**config.mk**
```make
export PLATFORM = sky130hd
export DESIGN_NAME = ctrl_pipe
export DESIGN_NICKNAME = d
export VERILOG_FILES = /design/src/rtl/ctrl_pipe.sv
export SDC_FILE = /design/constraint.sdc
export NUM_CORES = 1
export LEC_CHECK = 0
export CAP_MARGIN = 20
export CORE_MARGIN = 3
export CORE_UTILIZATION = 41
export CTS_CLUSTER_DIAMETER = 150
export DETAILED_ROUTE_END_ITERATION = 6
export PLACE_DENSITY_LB_ADDON = 0.3
export SKIP_CTS_REPAIR_TIMING = 1
export SYNTH_ARGS = -nofsm -noshare
export SYNTH_HDL_FRONTEND = slang
export SYNTH_SLANG_ARGS = --single-unit
```
**constraint.sdc**
```tcl
create_clock -name clk -period 1.7 [get_ports clk]
set_input_delay 0.425 -clock clk [delete_from_list [all_inputs] [get_ports clk]]
set_output_delay 0.425 -clock clk [all_outputs]
set_load 0.02 [all_outputs]
```
**src/rtl/ctrl_pipe.sv**
```systemverilog
// Control-bundle pipeline from ID/EX through MEM/WB. It detects load-use hazards,
// squashes wrong-path instructions on a taken branch, and counts retires and bubbles.
module ctrl_pipe #(
  parameter int CNT_W = 16
) (
  input  logic             clk,
  input  logic             rst_n,
  input  logic             valid_in,
  input  logic [3:0]       ex_in,
  input  logic [2:0]       m_in,
  input  logic [1:0]       wb_in,
  input  logic [4:0]       id_rs,
  input  logic [4:0]       id_rt,
  input  logic [4:0]       id_rd,
  input  logic             br_taken,
  output logic             stall,
  output logic [3:0]       ex_idex,
  output logic             idex_valid,
  output logic [2:0]       m_exmem,
  output logic             exmem_valid,
  output logic             flush,
  output logic [1:0]       wb_memwb,
  output logic [4:0]       memwb_dst,
  output logic             memwb_valid,
  output logic [CNT_W-1:0] retired,
  output logic [CNT_W-1:0] bubbles
);

  localparam logic [CNT_W-1:0] CNT_ONE = {{(CNT_W-1){1'b0}}, 1'b1};

  logic             r_idex_valid;
  logic [3:0]       r_idex_ex;
  logic [2:0]       r_idex_m;
  logic [1:0]       r_idex_wb;
  logic [4:0]       r_idex_rt;
  logic [4:0]       r_idex_rd;
  logic             r_exmem_valid;
  logic [2:0]       r_exmem_m;
  logic [1:0]       r_exmem_wb;
  logic [4:0]       r_exmem_dst;
  logic             r_memwb_valid;
  logic [1:0]       r_memwb_wb;
  logic [4:0]       r_memwb_dst;
  logic [CNT_W-1:0] r_retired;
  logic [CNT_W-1:0] r_bubbles;

  logic             w_stall;
  logic             w_flush;
  logic [4:0]       w_idex_dst;

  // ID/EX MemRead is m[1]; EX/MEM Branch is m[2]; RegDst is ex[3].
  assign w_stall = valid_in & r_idex_valid & r_idex_m[1] & (r_idex_rt != 5'd0) &
                   ((r_idex_rt == id_rs) | (r_idex_rt == id_rt));
  assign w_flush = br_taken & r_exmem_valid & r_exmem_m[2];
  assign w_idex_dst = r_idex_ex[3] ? r_idex_rd : r_idex_rt;

  always_ff @(posedge clk) begin
    if (!rst_n) begin
      r_idex_valid  <= 1'b0;
      r_idex_ex     <= '0;
      r_idex_m      <= '0;
      r_idex_wb     <= '0;
      r_idex_rt     <= '0;
      r_idex_rd     <= '0;
      r_exmem_valid <= 1'b0;
      r_exmem_m     <= '0;
      r_exmem_wb    <= '0;
      r_exmem_dst   <= '0;
      r_memwb_valid <= 1'b0;
      r_memwb_wb    <= '0;
      r_memwb_dst   <= '0;
      r_retired     <= '0;
      r_bubbles     <= '0;
    end else begin
      // The instruction in EX/MEM always advances, including a branch that flushes.
      r_memwb_valid <= r_exmem_valid;
      r_memwb_wb    <= r_exmem_wb;
      r_memwb_dst   <= r_exmem_dst;

      if (w_flush) begin
        r_exmem_valid <= 1'b0;
        r_exmem_m     <= '0;
        r_exmem_wb    <= '0;
        r_exmem_dst   <= '0;
      end else begin
        r_exmem_valid <= r_idex_valid;
        r_exmem_m     <= r_idex_m;
        r_exmem_wb    <= r_idex_wb;
        r_exmem_dst   <= w_idex_dst;
      end

      if (w_flush || w_stall || !valid_in) begin
        r_idex_valid <= 1'b0;
        r_idex_ex    <= '0;
        r_idex_m     <= '0;
        r_idex_wb    <= '0;
        r_idex_rt    <= '0;
        r_idex_rd    <= '0;
      end else begin
        r_idex_valid <= 1'b1;
        r_idex_ex    <= ex_in;
        r_idex_m     <= m_in;
        r_idex_wb    <= wb_in;
        r_idex_rt    <= id_rt;
        r_idex_rd    <= id_rd;
      end

      if (r_memwb_valid && (r_retired != '1)) r_retired <= r_retired + CNT_ONE;
      if ((w_flush || w_stall) && (r_bubbles != '1)) r_bubbles <= r_bubbles + CNT_ONE;
    end
  end

  assign stall       = w_stall;
  assign flush       = w_flush;
  assign ex_idex     = r_idex_ex;
  assign idex_valid  = r_idex_valid;
  assign m_exmem     = r_exmem_m;
  assign exmem_valid = r_exmem_valid;
  assign wb_memwb    = r_memwb_wb;
  assign memwb_dst   = r_memwb_dst;
  assign memwb_valid = r_memwb_valid;
  assign retired     = r_retired;
  assign bubbles     = r_bubbles;

endmodule

```
# ---- After elaboration in Yosys (flattened, before gate mapping)
# Cells that the tools add are included.
dict set report word_totals {
  elab_cells 39
  ff_bits 71
}
dict set report op_classes {
  n_eq_ne 4
  n_mux 2
  n_addsub 2
  n_bitwise 8
  reduce_logical 8
}
# cell n
set op_table {}
lappend op_table {{adder 16 x 1 -> 16 bit, second input constant} 2}
lappend op_table {{!= test 16 bit, second input constant} 2}
lappend op_table {{== test 5 bit} 2}
lappend op_table {{AND 1 bit} 6}
lappend op_table {{two-way mux 5 bit} 1}
lappend op_table {{nonzero test 5 bit} 1}
lappend op_table {{OR reduction 2 bit} 2}
lappend op_table {{logical AND 1 bit} 2}
lappend op_table {{logical OR 1 bit} 2}
lappend op_table {{zero test 1 bit} 1}
lappend op_table {{two-way mux 1 bit} 1}
lappend op_table {{NOT 1 bit} 1}
lappend op_table {{bitwise OR 1 bit} 1}

# ---- Longest topological paths before layout
dict set report depth {
  depth_word 7
  depth_mapped 9
  mapped_depth_nobuf 7
}

# ---- Worst setup path after synthesis
# OpenSTA, ideal clock, no wires.
dict set report synth_timing {
  path_kind {register to register}
  from {register r_bubbles[0], in the netlist bubbles[0]}
  to {register r_bubbles[0], in the netlist bubbles[0]}
  path_stages_with_launch 10
  synth_period_minus_slack_ps 1921
  setup_ps 128
  t_arrival_ps 1793
  required_time_ps 1572
  setup_slack_ps -221
  path_cell_list {dfxtp_1 > ha_1 > nand3_1 > nor4_1 > nor2_1 > a21oi_2 > buf_6 > buf_12 > xor2_2 > nor2_1}
}
dict set report synth_between {
  elab_chain_cells 2
  word_cells_on_any_way 3
}
# item line
set synth_rtl {}
lappend synth_rtl {{start: declaration} 45} ;# logic [CNT_W-1:0] r_bubbles;
lappend synth_rtl {{start signal: assignment} 109} ;# if ((w_flush || w_stall) && (r_bubbles != '1)) r_bubbles <= r_bubbles + CNT_ONE;
lappend synth_rtl {{parallel branches: the longest is 2 deep, another holds adder 16 x 1 -> 16 bit} --}
# Several ways; the timed one is not identified.
# A chain may end at the register's enable or synchronous reset.

# ---- Final worst setup path
dict set report layout_timing {
  from {register r_idex_rt[4]}
  to {output stall}
}
dict set report layout_between {
  elab_chain_cells 3
  word_cells_on_any_way 6
}
# item line
set layout_rtl {}
lappend layout_rtl {{start: declaration} 35} ;# logic [4:0] r_idex_rt;
lappend layout_rtl {{start signal: assignment} 104} ;# r_idex_rt <= id_rt;
lappend layout_rtl {{== test 5 bit / nonzero test 5 bit (equally long branches)} {53, 52}}
lappend layout_rtl {{bitwise OR 1 bit / AND 1 bit (equally long branches)} {53, 52}}
lappend layout_rtl {{AND 1 bit *} 52} ;# assign w_stall = valid_in & r_idex_valid & r_idex_m[1] & (r_idex_rt != 5'd0) &
lappend layout_rtl {{end: declaration} 16} ;# output logic stall,
# Mark *: on every way between the ends. The rest lies on a longest branch, timed or not.

==> results.toml <==
[global_route]
grt_pass1_wl_um = 11000
antenna_found_initial = 0
overflow = 0
grt.total_usage_pct = 18.1
grt_pass1_vias = 2411
grt_max_degree = 21

[sta]
fin_crit_sh_pct = 131
hold_viol_final = 0
max_freq_mhz = 449
max_slew_margin_pct = 69.6
fin_worst_skew_ps = 17.9
tightest_slew_ps = 456
worst_slack_ps = -526
period_needed_ps = 2230
hold_ws_ps = 435
rsz0062_at_grt = "true"
setup_tns_ps = -12880
setup_violations = 39
maxSlewViolCount = 0

[cts]
clock_latency_ps = 350
cts_buffers = 9
root_buffer = "clkbuf_8"
clk_pin_slew_ps = 80
cts_buffer_depth = 2
h-tree-depth = 3
cts_tree = "yes"
cts.sinks = 71

[worst_setup_path]
cp_top_family = "simple AND/OR/NAND/NOR gates"
worst-setup-path-type = "flip-flop to output port"
worstPathArrival_ps = 1800
r2r_setup_slack_ps = -400
r2r-start = "r_idex_rt[4]"
end_kind = "output port"
cp_cell_sequence = "or4_4 -> o2111ai_4 -> inv_2 -> and2_4 -> buf_6"
cp_max_fo = 2
rr_worst_depth = 10
cp_slowest_stage_delay_ps = 550
critPathLaunchType = "flip-flop"
slowest_stage = "or4_4"
reg2reg_to = "bubbles[9]"
critPathRequiredTime_ps = 1270
path_buf_inv = 2

[synth]
ys_ff_latch = 71
synth-async-reset-ratio_pct = 0
ys_seq_area_share_pct = 51.0
synth_nets = 313
synth_area_leaders = "dfxtp_1, and2_1, xnor2_1"
synth_cells = 283
synth.distinct_cells = 39
synth_area_leader_cell = "dfxtp_1"
netlist_area_um2 = 2790
ys_warn_count = 0
synth_area_per_cell_um2 = 9.85
ys.flop_type = "dfxtp_1"
synth_edf_count = 0
synth_top_area_share_pct = 51.0

[layout]
multiInputGateArea_um2 = 1430
fin_nets = 459
area_growth_pct = 65.2
nFillCells = 483
antenna_cells = 0
regArea_um2 = 1430
drive_gt1_share_pct = 30.0
stdcell_area_um2 = 4610

[power]
sequentialPowerShare_pct = 53.4
leakagePower_nw = 2.63
comb_power_share_pct = 8.1
p_int_mw = 2.43
p_switching_mw = 0.769
pwr_density_cell_nw_per_um2 = 694
pwr-share-clk_pct = 38.5
peakVddDrop_mv = 0.438
power_switching_share_pct = 24.0

[hold_path]
hp-start = "r_exmem_dst[4]"
hold_class = "flip-flop to flip-flop"
hold_end = "memwb_dst[4]"
holdPathStages = 1

[route]
dr.pass1.iters = 4
drcViolationCount = 0
vias = 2559
totalWireLength_um = 7240
ant_nets = 0
wl_per_cell_um = 14.2
vias_per_cell = 5.01
drtIter0Drc = 51

[place]
numPortBuffers = 78
post-place-ws_ps = -816
globalplace.congestion = 0.827
place_area_um2 = 4090
dpl.hpwl_um = 4900

[floorplanning]
die-area_um2 = 7830
dieWidth_um = 88.5
initial_core_util_pct = 43.2
core_area_um2 = 6460
fp-row-count = 29
pin_count = 79
die_y_um = 88.5

[run_status]
status = "finished with violations"
violations = "setup timing"

[run]
drv_cap = 0
-- state kept, by name (all words and copies together) (netlist names) --
register and count:
exmem_valid 1, r_exmem_dst 5, r_exmem_wb 2, idex_valid 1, memwb_valid 1, r_idex_rt 5
m_exmem 3, retired 16, wb_memwb 2, r_idex_m 3, r_idex_rd 5, memwb_dst 5
ex_idex 4, r_idex_wb 2, bubbles 16
-- power by group through the flow --
stage          clock [mW]  sequential (mW)  combinational [mW]
2_1_floorplan           0             1.76              0.0798
4_1_cts              1.27             1.70               0.239
3_5_place_dp            0             1.74               0.238
5_1_grt              1.36             1.71               0.279
6_report             1.23             1.71               0.260
3_3_place_gp            0             1.74               0.236
-- through the flow --
stage | cells | utilization, % | total power [mW]
floorplan | 283 | - | 1.84
CTS | 503 | 66.1 | 3.22
global placement | 487 | 63.3 | 1.98
finish | 511 | 71.3 | 3.20
global route | 511 | 71.3 | 3.35
detailed placement | 487 | 63.3 | 1.98
-- placed cells by master (no fill, tap or decap), drive strengths merged, types with 6 or more instances in the layout --
cell / n
mux2i: 6
dlymetal6s2s: 51
or3: 10
o21ai: 11
xor2: 10
and3: 8
inv: 6
xnor2: 13
and2: 28
dfxtp: 71
clkbuf: 11
a21oi: 16
clkdlybuf4s50: 25
buf: 67
nor2: 26
nand2: 13
nand3: 16
nand4: 12
-- layout make-up --
class / instances / share of cell area, %
Multi-Input combinational cell: 200 / 31.0
Sequential cell: 71 / 31.1
Tap cell: 77 / 2.09
Inverter: 4 / 0.326
Clock buffer: 11 / 3.07
Clock inverter: 5 / 0.869
Timing Repair Buffer: 143 / 31.6
-- cell families (layout without fill, tap and decap cells) --
| family | count (synthesis) | after routing | share of synthesized area (%) |
|---|---|---|---|
| simple gates | 130 | 131 | 25.6 |
| flops | 71 | 71 | 51.0 |
| compound gates | 38 | 38 | 10.1 |
| xor+xnor | 23 | 23 | 7.49 |
| buf+inv | 13 | 163 | 2.78 |
| mux | 6 | 6 | 2.15 |
| fa+ha+maj | 2 | 2 | 0.897 |
-- metal layers --
metal  GRT usage [%]  routed length (µm)
met1            23.3                3110
met2            28.8                3620
met3            5.12                 406
met4            6.59                 104
met5               0                   0
-- how the worst max path moves through the flow --
stage / from / end / cells after the start / slack (ps)
final: r_idex_rt[4] / stall / 5 / -530
after global routing: r_idex_rt[4] / stall / 5 / -570
after CTS: r_idex_rt[2] / stall / 5 / -940
after detailed placement: id_rs[2] / stall / 6 / -820
after global placement: id_rs[4] / stall / 6 / -820
after floorplan: r_idex_rt[2] / bubbles[0] / 8 / -140
-- synthesized netlist by cell type, types with 5 or more instances --
cell type   n
and3_1      8
and2_1     27
mux2i_1     6
nand3_1    16
o21ai_2     7
nor2_1     26
or3_1      10
nand2_1    13
a21oi_2     9
dfxtp_1    71
nand4_1    12
xnor2_1    13
xor2_1      9
a21oi_1     7
clkbuf_1    5
(Power assumes the default switching activity.)
